## config.mk

```make
export PLATFORM = sky130hd
export DESIGN_NAME = control_unit_mc
export DESIGN_NICKNAME = d
export VERILOG_FILES = /design/src/rtl/control_unit_mc.sv
export SDC_FILE = /design/constraint.sdc
export NUM_CORES = 1
export LEC_CHECK = 0
export CELL_PAD_IN_SITES_DETAIL_PLACEMENT = 0
export CELL_PAD_IN_SITES_GLOBAL_PLACEMENT = 2
export CORE_AREA = 2 2 80 82
export CTS_CLUSTER_SIZE = 30
export DETAILED_ROUTE_END_ITERATION = 7
export DIE_AREA = 0 0 82 84
export PLACE_DENSITY = 0.78
export SLEW_MARGIN = 25
export SYNTH_ARGS = -nofsm -noshare
export SYNTH_HDL_FRONTEND = slang
export SYNTH_SLANG_ARGS = --single-unit
export TNS_END_PERCENT = 100
```

## constraint.sdc

```tcl
create_clock -name clk -period 3.6 [get_ports clk]
set_input_delay 0.54 -clock clk [delete_from_list [all_inputs] [get_ports clk]]
set_output_delay 0.54 -clock clk [all_outputs]
set_load 0.05 [all_outputs]
```

## src/rtl/control_unit_mc.sv

```systemverilog
// control_unit_mc: multicycle RV64 control FSM with memory wait states and trap handling.
module control_unit_mc #(
  parameter int MEM_LATENCY = 0,
  parameter bit EXC_ENABLE  = 1
) (
  input  logic        clk,
  input  logic        reset,
  input  logic [31:0] instruction,
  input  logic        overflow,
  output logic        PCWrite,
  output logic        PCWriteCond,
  output logic        ALUSrcA,
  output logic        LoadRegA,
  output logic        LoadRegB,
  output logic        LoadALUOut,
  output logic        WriteReg,
  output logic        LoadIR,
  output logic        IMemWrite,
  output logic        DMemWrite,
  output logic        LoadMDR,
  output logic        LoadEPC,
  output logic [1:0]  PCSrc,
  output logic [1:0]  ALUSrcB,
  output logic [2:0]  ALUFunct,
  output logic [2:0]  MemToReg,
  output logic [1:0]  BranchOp,
  output logic [1:0]  tam,
  output logic [1:0]  ShiftControl,
  output logic [1:0]  ExcCause,
  output logic [4:0]  state
);
  localparam logic [4:0] S_FETCH  = 5'd0,  S_DECODE = 5'd1,  S_ADDR   = 5'd2,  S_MEM_RD = 5'd3,
                         S_LD_WB  = 5'd4,  S_MEM_WR = 5'd5,  S_ALU_R  = 5'd6,  S_ALU_I  = 5'd7,
                         S_ALU_WB = 5'd8,  S_SHIFT  = 5'd9,  S_LUI    = 5'd10, S_BRANCH = 5'd11,
                         S_BR_WAIT = 5'd12, S_EXC   = 5'd13;

  logic [4:0] state_q, state_d;
  logic [2:0] cnt_q, cnt_d;
  logic [1:0] cause_q, cause_d;

  logic [6:0] op, f7;
  logic [5:0] f6;
  logic [2:0] f3;
  logic       fin, mem_st, is_r, is_i, is_sh, is_ld, is_st, is_lui, is_br, legal, addsub;
  logic       unused_bits;

  assign op = instruction[6:0];
  assign f3 = instruction[14:12];
  assign f7 = instruction[31:25];
  assign f6 = instruction[31:26];
  assign unused_bits = ^{instruction[24:15], instruction[11:7]};

  assign is_r   = op == 7'b0110011 && ((f7 == 7'b0000000 && (f3 == 3'b000 || f3 == 3'b111)) ||
                                       (f7 == 7'b0100000 && f3 == 3'b000));
  assign is_i   = op == 7'b0010011 && f3 == 3'b000;
  assign is_sh  = op == 7'b0010011 && ((f3 == 3'b001 && f6 == 6'b000000) ||
                                       (f3 == 3'b101 && (f6 == 6'b000000 || f6 == 6'b010000)));
  assign is_ld  = op == 7'b0000011 && !f3[2];
  assign is_st  = op == 7'b0100011 && !f3[2];
  assign is_lui = op == 7'b0110111;
  assign is_br  = op == 7'b1100011 && (f3 == 3'b000 || f3 == 3'b001 || f3 == 3'b100 || f3 == 3'b101);
  assign legal  = is_r || is_i || is_sh || is_ld || is_st || is_lui || is_br;
  assign addsub = f3 == 3'b000;

  assign fin    = cnt_q == 3'(MEM_LATENCY);
  assign mem_st = state_q == S_FETCH || state_q == S_MEM_RD || state_q == S_MEM_WR;
  assign cnt_d  = (mem_st && !fin) ? cnt_q + 3'd1 : 3'd0;

  always_comb begin
    state_d = S_FETCH;
    cause_d = cause_q;
    case (state_q)
      S_FETCH:  state_d = fin ? S_DECODE : S_FETCH;
      S_DECODE: begin
        state_d = is_r ? S_ALU_R : is_i ? S_ALU_I : is_sh ? S_SHIFT : (is_ld || is_st) ? S_ADDR :
                  is_lui ? S_LUI : is_br ? S_BRANCH : EXC_ENABLE ? S_EXC : S_FETCH;
        cause_d = (!legal && EXC_ENABLE) ? 2'b01 : cause_q;
      end
      S_ADDR:   state_d = is_ld ? S_MEM_RD : S_MEM_WR;
      S_MEM_RD: state_d = fin ? S_LD_WB : S_MEM_RD;
      S_MEM_WR: state_d = fin ? S_FETCH : S_MEM_WR;
      S_ALU_R: begin
        state_d = (addsub && overflow && EXC_ENABLE) ? S_EXC : S_ALU_WB;
        cause_d = (addsub && overflow && EXC_ENABLE) ? 2'b10 : cause_q;
      end
      S_ALU_I: begin
        state_d = (overflow && EXC_ENABLE) ? S_EXC : S_ALU_WB;
        cause_d = (overflow && EXC_ENABLE) ? 2'b10 : cause_q;
      end
      S_BRANCH: state_d = S_BR_WAIT;
      default:  state_d = S_FETCH;
    endcase
  end

  always_ff @(posedge clk) begin
    if (reset) begin
      state_q <= S_FETCH;
      cnt_q   <= 3'd0;
      cause_q <= 2'b00;
    end else begin
      state_q <= state_d;
      cnt_q   <= cnt_d;
      cause_q <= cause_d;
    end
  end

  // Moore outputs; everything is forced low while reset is asserted.
  always_comb begin
    PCWrite = 1'b0; PCWriteCond = 1'b0; ALUSrcA = 1'b0; LoadRegA = 1'b0; LoadRegB = 1'b0;
    LoadALUOut = 1'b0; WriteReg = 1'b0; LoadIR = 1'b0; DMemWrite = 1'b0; LoadMDR = 1'b0;
    LoadEPC = 1'b0; PCSrc = 2'b00; ALUSrcB = 2'b00; ALUFunct = 3'b000; MemToReg = 3'b000;
    BranchOp = 2'b00; tam = 2'b00; ShiftControl = 2'b00;
    if (!reset) begin
      case (state_q)
        S_FETCH:  begin ALUSrcB = 2'b01; ALUFunct = 3'b001; PCWrite = fin; LoadIR = fin; end
        S_DECODE: begin LoadRegA = 1'b1; LoadRegB = 1'b1; ALUSrcB = 2'b11; ALUFunct = 3'b001; LoadALUOut = 1'b1; end
        S_ADDR:   begin ALUSrcA = 1'b1; ALUSrcB = 2'b10; ALUFunct = 3'b001; LoadALUOut = 1'b1; end
        S_MEM_RD: begin tam = ~f3[1:0]; LoadMDR = fin; end
        S_LD_WB:  begin WriteReg = 1'b1; MemToReg = 3'b001; tam = ~f3[1:0]; end
        S_MEM_WR: begin DMemWrite = 1'b1; tam = ~f3[1:0]; end
        S_ALU_R:  begin ALUSrcA = 1'b1; LoadALUOut = 1'b1;
                        ALUFunct = (f3 == 3'b111) ? 3'b011 : f7[5] ? 3'b010 : 3'b001; end
        S_ALU_I:  begin ALUSrcA = 1'b1; ALUSrcB = 2'b10; ALUFunct = 3'b001; LoadALUOut = 1'b1; end
        S_ALU_WB: WriteReg = 1'b1;
        S_SHIFT:  begin WriteReg = 1'b1; MemToReg = 3'b100;
                        ShiftControl = (f3 == 3'b001) ? 2'b00 : instruction[30] ? 2'b10 : 2'b01; end
        S_LUI:    begin WriteReg = 1'b1; MemToReg = 3'b010; end
        S_BRANCH: begin ALUSrcA = 1'b1; ALUFunct = 3'b010; PCWriteCond = 1'b1; PCSrc = 2'b01;
                        BranchOp = {f3[2], f3[2] ^ f3[0]}; end
        S_EXC:    begin LoadEPC = 1'b1; PCWrite = 1'b1; PCSrc = 2'b10; end
        default:  ;
      endcase
    end
  end

  assign IMemWrite = 1'b0;
  assign ExcCause  = reset ? 2'b00 : cause_q;
  assign state     = state_q;
endmodule
```

* Yosys cells after proc, flatten, opt, wreduce, memory -nomap -nowiden
Index checks and enable logic that the tools add are counted.
** Storage, ports and cells
- Word-level logic and storage cells :: 134
- Register bits :: 10
- Bits of input ports :: 35
** Operators by class
- Add/sub/neg operators :: 1
- Mux-type cells :: 56
- Reduce and logical (&&, ||, !) cells :: 44
- Eq/ne operators :: 27
- Bitwise logic cells :: 3
** Operator list (count)
- 2-to-1 mux 2 bit :: 17
- case mux 4 bit (8 select lines) :: 1
- equality test 7 x 6 -> 1 bit (second input constant) :: 4
- equality test 5 x 4 -> 1 bit (second input constant) :: 5
- 2-to-1 mux 3 bit :: 8
- equality test 5 x 3 -> 1 bit (second input constant) :: 4
- 2-to-1 mux 1 bit :: 20
- case mux 2 bit (3 select lines) :: 3
- logical OR 1 bit :: 16
- 2-to-1 mux 4 bit :: 4
- OR reduction 4 bit :: 4
- logical AND 1 bit :: 12
- equality test 5 x 2 -> 1 bit (second input constant) :: 2
- equality test 3 bit (second input constant) :: 3
- case mux 3 bit (3 select lines) :: 1
- equality test 7 x 2 -> 1 bit (second input constant) :: 1
- equality test 7 x 5 -> 1 bit (second input constant) :: 1
- equality test 7 bit (second input constant) :: 1
- zero test 7 bit :: 1
- equality test 6 x 5 -> 1 bit (second input constant) :: 1
- zero test 3 bit :: 2
- zero test 6 bit :: 1
- != test 2 bit (second input constant) :: 3
- equality test 5 x 1 -> 1 bit (second input constant) :: 1
- 13 further kinds :: 15

* Depth between registers and ports, before layout
Gate-level depths: netlist of the first run.
- Depth in word-level cells :: 13
- Depth in mapped cells :: 7
- Gate-level depth less buffers :: 7

* Least setup slack after synthesis of the first run
Ideal clock, no wire load.
- Kind :: reg-to-output
- Start :: register state_q[1], in the netlist state[1]
- End :: output port ALUFunct[0]
- Data required time :: 3.060 ns
- Arrival :: 3.729 ns
- Path buffers :: 2
- Stages on the path, launching flop included :: 5
- Path slack :: -0.669 ns
- Path through :: dfxtp_1 buf_2 buf_1 nand2_1 a2111oi_0
** On the way
- Word-level cells in the longest chain between the ends :: 4
** RTL lines
- start: declaration :: RTL line 37 : logic [4:0] state_q, state_d;
- start signal: assignment :: RTL line 101 : state_q <= state_d;
- equality test 5 x 3 -> 1 bit, or another cell as far along :: RTL line 114 : case (state_q)
- OR reduction 4 bit (no source line)
- case mux 2 bit (3 select lines) * :: RTL line 114
- 2-to-1 mux 2 bit * :: RTL line 113 : if (!reset) begin
- end: declaration :: RTL line 24 : output logic [2:0] ALUFunct,
Every way passes the cells marked *; elsewhere a longest branch is shown, timed or not.

* Final worst setup path of the first run
- Start :: input port instruction[13]
- End :: output port ALUFunct[1]
** On the way
- Word-level cells in the longest chain between the ends :: 4
** RTL lines
- start: declaration :: RTL line 8 : input logic [31:0] instruction,
- equality test 3 bit :: RTL line 122 : ALUFunct = (f3 == 3'b111) ? 3'b011 : f7[5] ? 3'b010 : 3'b001; end
- 2-to-1 mux 2 bit :: RTL line 122
- case mux 2 bit (3 select lines) :: RTL line 114
- 2-to-1 mux 2 bit :: RTL line 113
Every way passes these cells.

==> results of run 1 <==
==> layer usage <==
layer | track usage (%) | vias to the layer above | part of all wire [%]
met5 | 0 | - | 0
met1 | 14.0 | 562 | 48
met3 | 1.52 | 4 | 3.6
met2 | 16.7 | 31 | 47
met4 | 2.73 | 0 | 1.2
li1 | - | 660 | -
==> cell usage in the layout (no fill, tap or decap), types with 4 or more instances in the layout <==
| cell type | instances |
|---|---|
| a21oi_1 | 9 |
| buf_4 | 21 |
| clkdlybuf4s50_1 | 36 |
| dfxtp_1 | 9 |
| inv_1 | 8 |
| nand2_1 | 10 |
| nand2b_1 | 6 |
| nand3_1 | 4 |
| nor2_1 | 24 |
| nor2b_1 | 7 |
| nor3_1 | 13 |
| o21ai_0 | 7 |
| or3_1 | 5 |
| xnor2_1 | 4 |
==> worst paths after layout <==
| path | startpoint | slack [ns] | end |
|---|---|---|---|
| max | instruction[13] | 0.64 | ALUFunct[1] |
| min | cause_q[0] | 0.45 | cause_q[0] |
| max reg2reg | state[0] | 1.76 | state[2] |
| min reg2reg | cause_q[0] | 0.45 | cause_q[0] |
==> report_power, final <==
part | internal (mW) | switching [mW] | leakage, nW
Combinational | 0.209 | 0.366 | 0.530
Sequential | 0.117 | 0.0208 | 0.0733
Clock | 0.0770 | 0.0380 | 0.0228
==> kinds of logic (layout without fill, tap and decap cells) <==
kind of cell	count (synthesis)	count (layout)	synth area share [%]
other cells	1	3	0.357
compound gates	32	32	20.5
fa+ha+maj	2	2	2.38
flops	9	9	17.2
xor+xnor	4	4	3.34
buf+inv	22	71	9.89
mux	1	1	0.954
simple gates	87	87	45.4
==> metrics by stage <==
stage	setup WS (ns)	util, %	hold WS, ns
after global routing	0.471	27.7	0.464
after global placement	0.584	27.0	0.433
after floorplan	-0.0233	-	0.417
after CTS	0.592	27.7	0.455
after detailed placement	0.594	27.0	0.446
final	0.636	27.7	0.454
==> critical path, stage by stage <==
cell and delay (ns):
clkdlybuf4s50_1 0.49, nand3_1 0.11, a211oi_1 0.30, a21oi_1 0.07, nor2_1 0.10, clkdlybuf4s50_1 0.81
==> sequential cells by signal, summed over array words and instances, names as in the netlist <==
| name | cells |
|---|---|
| cause_q | 2 |
| state | 4 |
| cnt_q | 3 |
==> area by class of cell <==
| cell class | instances | area share, % |
|---|---|---|
| Multi-Input combinational cell | 129 | 46.2 |
| Timing Repair Buffer | 59 | 33.0 |
| Sequential cell | 9 | 10.7 |
| Tap cell | 77 | 5.70 |
| Clock buffer | 4 | 2.66 |
| Inverter | 8 | 1.78 |
==> impl_metrics.json, run 1 <==
{
  "ys_warn_count": 0,
  "start_util_pct": 17.2,
  "final_cell_area_sq_mm": 0.00169,
  "fin_setup_tns_ns": 0,
  "yosysUniqueCellTypes": 43,
  "yosysMostFrequentCell": "nor2_1",
  "hold_class": "register to register",
  "avgSynthCellArea_sq_um": 6.64,
  "hpwlAfterDp_microns": 2830,
  "cp.required_ns": 3.06,
  "vias": 1257,
  "coreArea_sq_mm": 0.00610,
  "critPathArrivalTime_ns": 2.42,
  "cts_root_buffer": "clkbuf_8",
  "htree_levels": 1,
  "wl_microns": 3450,
  "holdPathStages": 2,
  "drv_slew": 0,
  "maxSlewHeadroom_pct": 65.1,
  "final.min_clock_period_ns": 2.96,
  "period_share_pct": 82.3,
  "async_flop_share_pct": 0,
  "vias_per_cell": 4.40,
  "irDropWorstVdd_v": 0.000198,
  "total_power_mw": 0.827,
  "post_cts_buffers": 0,
  "p_per_area_mw_per_mm2": 489,
  "final_hold_viol_count": 0,
  "clk_latency_ns": 0.23,
  "antenna_found_initial": 0,
  "syn-cell-area_sq_mm": 0.00105,
  "diodes": 0,
  "synth_top_area_share_pct": 17.2,
  "ios": 70,
  "final_antenna_net_count": 0,
  "syn_inst": 158,
  "setup_violations": 0,
  "ys_ff_latch": 9,
  "ys_seq_area_share_pct": 17.2,
  "die_h_microns": 84,
  "initialDrtViolationCount": 81,
  "num-fill-cells": 687,
  "nets": 247,
  "synthTopCellsByArea": "dfxtp_1 (17%), nor2_1 (8.6%), nor3_1 (6.2%)",
  "grt_pass1_vias": 1186,
  "grt_pass1_wl_microns": 5610,
  "gp_congestion": 0.816,
  "dieArea_sq_mm": 0.00689,
  "remaining_drc_errors": 0,
  "grt_max_degree": 17,
  "cts.reportedPaths.clkPinSlew_ns": 0.04,
  "layout-drive-gt1-share_pct": 17.2,
  "tightest_slew_ns": 0.522,
  "wl_per_cell_microns": 12.0,
  "status": "finished clean",
  "clkSinkCount": 9,
  "fp.dieW_microns": 82,
  "port-buffer-count": 51,
  "syn2layout_area_growth_pct": 61.0,
  "final_cells": 286,
  "crit_path_start_kind": "input pin",
  "core.rowCount": 29,
  "max_freq_mhz": 337,
  "rr_worst_depth": 5,
  "synth_edf_count": 0,
  "grtUsageTotal_pct": 10.3,
  "cts_tree": "yes",
  "clockBufferDepth": 2,
  "cp_max_fo": 2,
  "cts_buffers": 3,
  "dpl.cell_count": 282,
  "p_leak_nw": 0.626,
  "seqCellArea_sq_um": 180,
  "drv_cap": 0,
  "grt-ovfl-total": 0,
  "cts_resized": 0,
  "hold_buffers": 0,
  "rsz0062_at_grt": "no",
  "place_area_sq_mm": 0.00165,
  "ys_top_cells_by_count": "nor2_1 (24), nor3_1 (13), nand2_1 (10), a21oi_1 (9), dfxtp_1 (9)",
  "path_class": "input pin to primary output",
  "synth_top_area_cell": "dfxtp_1",
  "clock_skew_ns": 0.000923,
  "critPathCaptureType": "primary output",
  "synthFlopType": "dfxtp_1",
  "dr.pass1.iters": 4,
  "multi_input_area_sq_um": 781
}
Power figures use the tool's default switching activity.
==> inputs of run 2 (changes only) <==
CORE_AREA = 2 2 87 89   (was 2 2 80 82)
DIE_AREA = 0 0 89 91   (was 0 0 82 84)
PLACE_DENSITY = 0.69   (was 0.78)
clock period = 2.37 ns   (was 3.6 ns; I/O delays follow)
==> run 2 against run 1 <==
  * Register-to-register slack got worse by 1.2 ns
  * Sequential cell count unchanged
  * Core utilization increased by 2.8 points
  * Largest cell class is now buffers
  * Highest routed layer unchanged
  * Wire length increased by 8.6%
  * Total power increased by 83%
  * Die area increased by 18%
  * Worst hold slack got worse by 0.010 ns
  * Clock-buffer cell count unchanged
  * Critical path depth unchanged
  * Sequential share of layout area decreased by 2.2 points
==> impl_metrics.json, run 2 (same netlist as run 1, synthesis figures left out) <==
{
  "final_antenna_net_count": 0,
  "antenna_found_initial": 0,
  "crit_buf_inv": 2,
  "path_class": "register to primary output",
  "irDropWorstVdd_v": 0.000220,
  "post_cts_buffers": 0,
  "crit_family": "simple AND/OR/NAND/NOR gates",
  "p_per_area_mw_per_mm2": 694,
  "core.rowCount": 31,
  "final_cell_mix": "buf_12 (29), clkdlybuf4s50_1 (22), nor2_1 (18), buf_4 (15), nand2_1 (10)",
  "htree_levels": 1,
  "ios": 70,
  "cp.required_ns": 2.01,
  "maxSlewHeadroom_pct": 61.7,
  "grtUsageTotal_pct": 9.60,
  "remaining_drc_errors": 0,
  "coreArea_sq_mm": 0.00714,
  "grt_max_degree": 18,
  "final.min_clock_period_ns": 2.26,
  "syn2layout_area_growth_pct": 108,
  "slowest_delay_ns": 0.46,
  "cp_slowest_cell": "dfxtp_4",
  "drv_cap": 0,
  "hold_class": "register to register",
  "largest_register_ffs": 4,
  "hpwlAfterDp_microns": 3110,
  "period_share_pct": 95.5,
  "multi_input_area_sq_um": 882,
  "critical_path_depth": 6,
  "dieArea_sq_mm": 0.00810,
  "cts_tree": "yes",
  "cts_buffers": 3,
  "start_util_pct": 14.7,
  "grt_pass1_vias": 1288,
  "diodes": 0,
  "dr.pass1.iters": 5,
  "final_hold_viol_count": 0,
  "num-fill-cells": 770,
  "setup_violations": 0,
  "cp_common_cell": "nor2_4",
  "p_leak_nw": 0.784,
  "port-buffer-count": 51,
  "clockBufferDepth": 2,
  "clkSinkCount": 9,
  "wl_per_cell_microns": 11.9,
  "crit_path_start_kind": "register",
  "cts_resized": 0,
  "cts_root_buffer": "clkbuf_8",
  "fp.dieW_microns": 89,
  "drv_slew": 0,
  "tightest_slew_ns": 0.573,
  "holdPathStages": 1,
  "crit_chain": "inv_1, or3_1, nor2_4, o21ai_1, nor2_4, buf_12",
  "worst_hold_slack_ns": 0.444,
  "vias_per_cell": 4.19,
  "hold_buffers": 0,
  "clock_skew_ns": 0.000665,
  "initialDrtViolationCount": 53,
  "gp_congestion": 0.742,
  "rr_worst_depth": 5,
  "layout-drive-gt1-share_pct": 34.7,
  "grt_pass1_wl_microns": 6260,
  "nets": 254,
  "cts.reportedPaths.clkPinSlew_ns": 0.05,
  "total_power_mw": 1.51,
  "wl_microns": 3740,
  "grt-ovfl-total": 0,
  "fin_setup_tns_ns": 0,
  "critPathArrivalTime_ns": 1.91,
  "seqCellArea_sq_um": 185,
  "clk_latency_ns": 0.23,
  "vias": 1320,
  "rsz0062_at_grt": "no",
  "cp_max_fo": 17,
  "status": "finished clean",
  "final_common_cell": "buf_12",
  "critPathCaptureType": "primary output",
  "die_h_microns": 91,
  "max_freq_mhz": 442
}
## run 2: changes by cell type in the layout (fill, tap and decap cells not counted), sizes merged
cell / delta
clkdlybuf4s50: -14
buf: +21
## run 2: final timing paths
path	startpoint	to	slack, ns
setup / recovery	state[3]	ShiftControl[0]	0.11
hold / removal	cnt_q[0]	cnt_q[0]	0.44
setup reg to reg	state[0]	cause_q[1]	0.60
hold reg to reg	cnt_q[0]	cnt_q[0]	0.44
## run 2: through the flow
stage | instance area [sq um] | setup slack, ns | utilization (%) | instances
after floorplan | 1170 | -0.464 | - | 160
after global placement | 2130 | 0.126 | 29.9 | 311
after detailed placement | 2130 | 0.130 | 29.9 | 311
after CTS | 2180 | 0.0861 | 30.5 | 315
after global routing | 2180 | 0.0186 | 30.5 | 315
final | 2180 | 0.106 | 30.5 | 315
## run 2: worst reg2reg max path: stages, from the launching register on
cell	delay, ns
dfxtp_2	0.48
nand2b_1	0.20
or3_1	0.44
a41oi_1	0.24
nor2b_4	0.20
a221oi_2	0.07
## run 2: cell type report
| class | count | area share, % |
|---|---|---|
| clock buffers | 4 | 2.07 |
| repair buffers | 66 | 41.9 |
| multi-input cells | 129 | 40.5 |
| inverters | 8 | 1.38 |
| well taps | 99 | 5.68 |
| flip-flops and latches | 9 | 8.50 |
## run 2: routing by layer
metal / GRT usage [%] / part of all wire, % / vias up
met1: 13.3 / 47 / 612
met4: 2.24 / 0.96 / 0
met2: 15.6 / 47 / 40
li1: - / - / 664
met3: 1.36 / 4.7 / 4
met5: 0 / 0 / -
## run 2: report_power, final
group | leakage, nW | internal (mW) | switching, mW | total, mW
clock | 0.0228 | 0.117 | 0.0635 | 0.181
combinational | 0.687 | 0.482 | 0.582 | 1.06
sequential | 0.0742 | 0.182 | 0.0849 | 0.267
==> inputs of run 3 (changes only) <==
ABC_AREA = 1   (was unset)
CORE_AREA = 2 2 90 92   (was 2 2 87 89)
DIE_AREA = 0 0 92 94   (was 0 0 89 91)
GPL_TIMING_DRIVEN = 0   (was unset)
PLACE_DENSITY = 0.71   (was 0.69)
==> run 3 against run 2 <==
  * Largest cell class is now multi-input combinational cells
  * Sequential cell count unchanged
  * Clock skew hardly changed
  * Maximum frequency grew 0.34%
==> impl_metrics.json, run 3 <==
{
  "status": "finished clean",
  "grt_pass1_vias": 1306,
  "dieArea_sq_mm": 0.00865,
  "cp.required_ns": 2.01,
  "cts.reportedPaths.clkPinSlew_ns": 0.05,
  "irDropWorstVdd_v": 0.000136,
  "htree_levels": 1,
  "fp.dieW_microns": 92,
  "place_area_sq_mm": 0.00180,
  "clockBufferDepth": 2,
  "clkSinkCount": 9,
  "final_cell_area_sq_mm": 0.00175,
  "final_antenna_net_count": 0,
  "final_hold_viol_count": 0,
  "period_share_pct": 95.2,
  "synthTopCellsByArea": "dfxtp_1 (16%), nor2_1 (14%), nand2_1 (11%)",
  "wl_microns": 3670,
  "syn-cell-area_sq_mm": 0.00111,
  "synth_top_area_share_pct": 16.2,
  "clk_latency_ns": 0.23,
  "hold_class": "register to register",
  "cts_root_buffer": "clkbuf_8",
  "ys_ff_latch": 9,
  "nets": 296,
  "cp_slowest_cell": "clkdlybuf4s15_1",
  "synth_edf_count": 0,
  "num-fill-cells": 909,
  "grtUsageTotal_pct": 8.64,
  "hpwlAfterDp_microns": 3260,
  "drv_cap": 0,
  "grt_max_degree": 11,
  "clock_skew_ns": 0.000976,
  "die_h_microns": 94,
  "setup_violations": 0,
  "grt-ovfl-total": 0,
  "p_leak_nw": 0.845,
  "avgSynthCellArea_sq_um": 5.54,
  "async_flop_share_pct": 0,
  "layout-drive-gt1-share_pct": 29.8,
  "diodes": 0,
  "largest_register_ffs": 4,
  "cts_tree": "yes",
  "maxSlewHeadroom_pct": 66.7,
  "critPathArrivalTime_ns": 1.90,
  "antenna_found_initial": 0,
  "core.rowCount": 32,
  "synth_top_area_cell": "dfxtp_1",
  "drv_slew": 0,
  "critPathCaptureType": "primary output",
  "yosysUniqueCellTypes": 28,
  "total_power_mw": 0.797,
  "initialDrtViolationCount": 59,
  "ios": 70,
  "synthFlopType": "dfxtp_1",
  "syn2layout_area_growth_pct": 57.5,
  "tightest_slew_ns": 0.498,
  "port-buffer-count": 51,
  "slowest_delay_ns": 0.51,
  "cp_common_cell": "inv_1",
  "max_freq_mhz": 443,
  "r2r_slack_ns": 0.87,
  "p_per_area_mw_per_mm2": 455,
  "start_util_pct": 14.6,
  "ys_top_cells_by_count": "nor2_1 (42), nand2_1 (34), inv_1 (29), nand3_1 (17), nor2_2 (13)",
  "vias": 1363,
  "post_cts_buffers": 0,
  "final_cell_mix": "nor2_1 (37), nand2_1 (34), inv_1 (29), clkdlybuf4s50_1 (23), nand3_1 (17)",
  "final.min_clock_period_ns": 2.26,
  "rsz0062_at_grt": "no",
  "crit_chain": "inv_1, ha_1, inv_1, nor2_1, nand3_1, a21oi_1, clkdlybuf4s15_1",
  "path_class": "register to primary output",
  "dr.pass1.iters": 4,
  "final_common_cell": "nor2_1",
  "syn_inst": 201,
  "crit_path_start_kind": "register",
  "cp_max_fo": 4,
  "wl_per_cell_microns": 10.2,
  "cts_buffers": 3,
  "yosysMostFrequentCell": "nor2_1",
  "grt_pass1_wl_microns": 5960,
  "vias_per_cell": 3.79,
  "ys_seq_area_share_pct": 16.2,
  "coreArea_sq_mm": 0.00761,
  "ys_warn_count": 0,
  "remaining_drc_errors": 0,
  "gp_congestion": 0.759
}
run 3: logic make-up after synthesis:
group	Yosys count	synth area share, %
buffers and inverters	46	17.2
DFF	9	16.2
and+or+nand+nor	124	52.6
adders and majority gates	2	2.25
other	1	0.337
AOI/OAI and AO/OA	18	10.7
xor gates and xnor gates	1	0.787
run 3: area by class of cell:
cell class	instances	area [sq um]	area share, %
Multi-Input combinational cell	148	791	45.1
Sequential cell	9	183	10.4
Timing Repair Buffer	51	410	23.4
Clock buffer	3	41.3	2.35
Tap cell	102	128	7.28
Buffer	7	50.0	2.85
Clock inverter	1	5.00	0.285
Inverter	39	146	8.35
run 3: power by group:
part           switching (mW)  internal (mW)  leakage, nW
Sequential             0.0156          0.164       0.0743
Clock                  0.0621          0.115       0.0255
Combinational           0.308          0.133        0.745
Total                   0.386          0.412        0.845
run 3: worst max-delay path: cells and delay by family (launching register included):
family                     cells  cell delay (ns)
AOI/OAI and AO/OA              1             0.17
adders and majority gates      1             0.13
buffers and inverters          3             0.61
DFF                            1             0.32
and+or+nand+nor                2             0.44
run 3: metal layers:
layer | GRT usage, % | wire length (microns)
met1 | 10.7 | 1680
met2 | 15.6 | 1810
met3 | 1.04 | 157
met4 | 2.61 | 25
met5 | 0 | 0
run 3: through the flow:
step / hold slack, ns / setup TNS, ns / instances / setup WS (ns) / util, %
after floorplan: 0.417 / -0.217 / 203 / -0.217 / -
after global placement: 0.435 / -9.03 / 356 / -0.694 / 23.7
after detailed placement: 0.444 / -8.68 / 356 / -0.663 / 23.7
after CTS: 0.450 / 0 / 360 / 0.00256 / 24.1
after global routing: 0.465 / 0 / 360 / 0.00580 / 23.1
final: 0.444 / 0 / 360 / 0.114 / 23.1
run 3: path summary, 6_finish.rpt:
kind	from	end	cells past startpoint
worst max-delay path	cnt_q[0]	PCWrite	7
worst min-delay path	cnt_q[0]	cnt_q[0]	1
worst max register to register	state[0]	cause_q[0]	9
worst min register to register	cnt_q[0]	cnt_q[0]	1
run 3: what timing repair did:
item	4_1_cts	5_1_grt
pin swaps	0	0
gates resized for setup	43	41
hold buffers	0	0
gates cloned	0	0
setup endpoints to repair	28	22
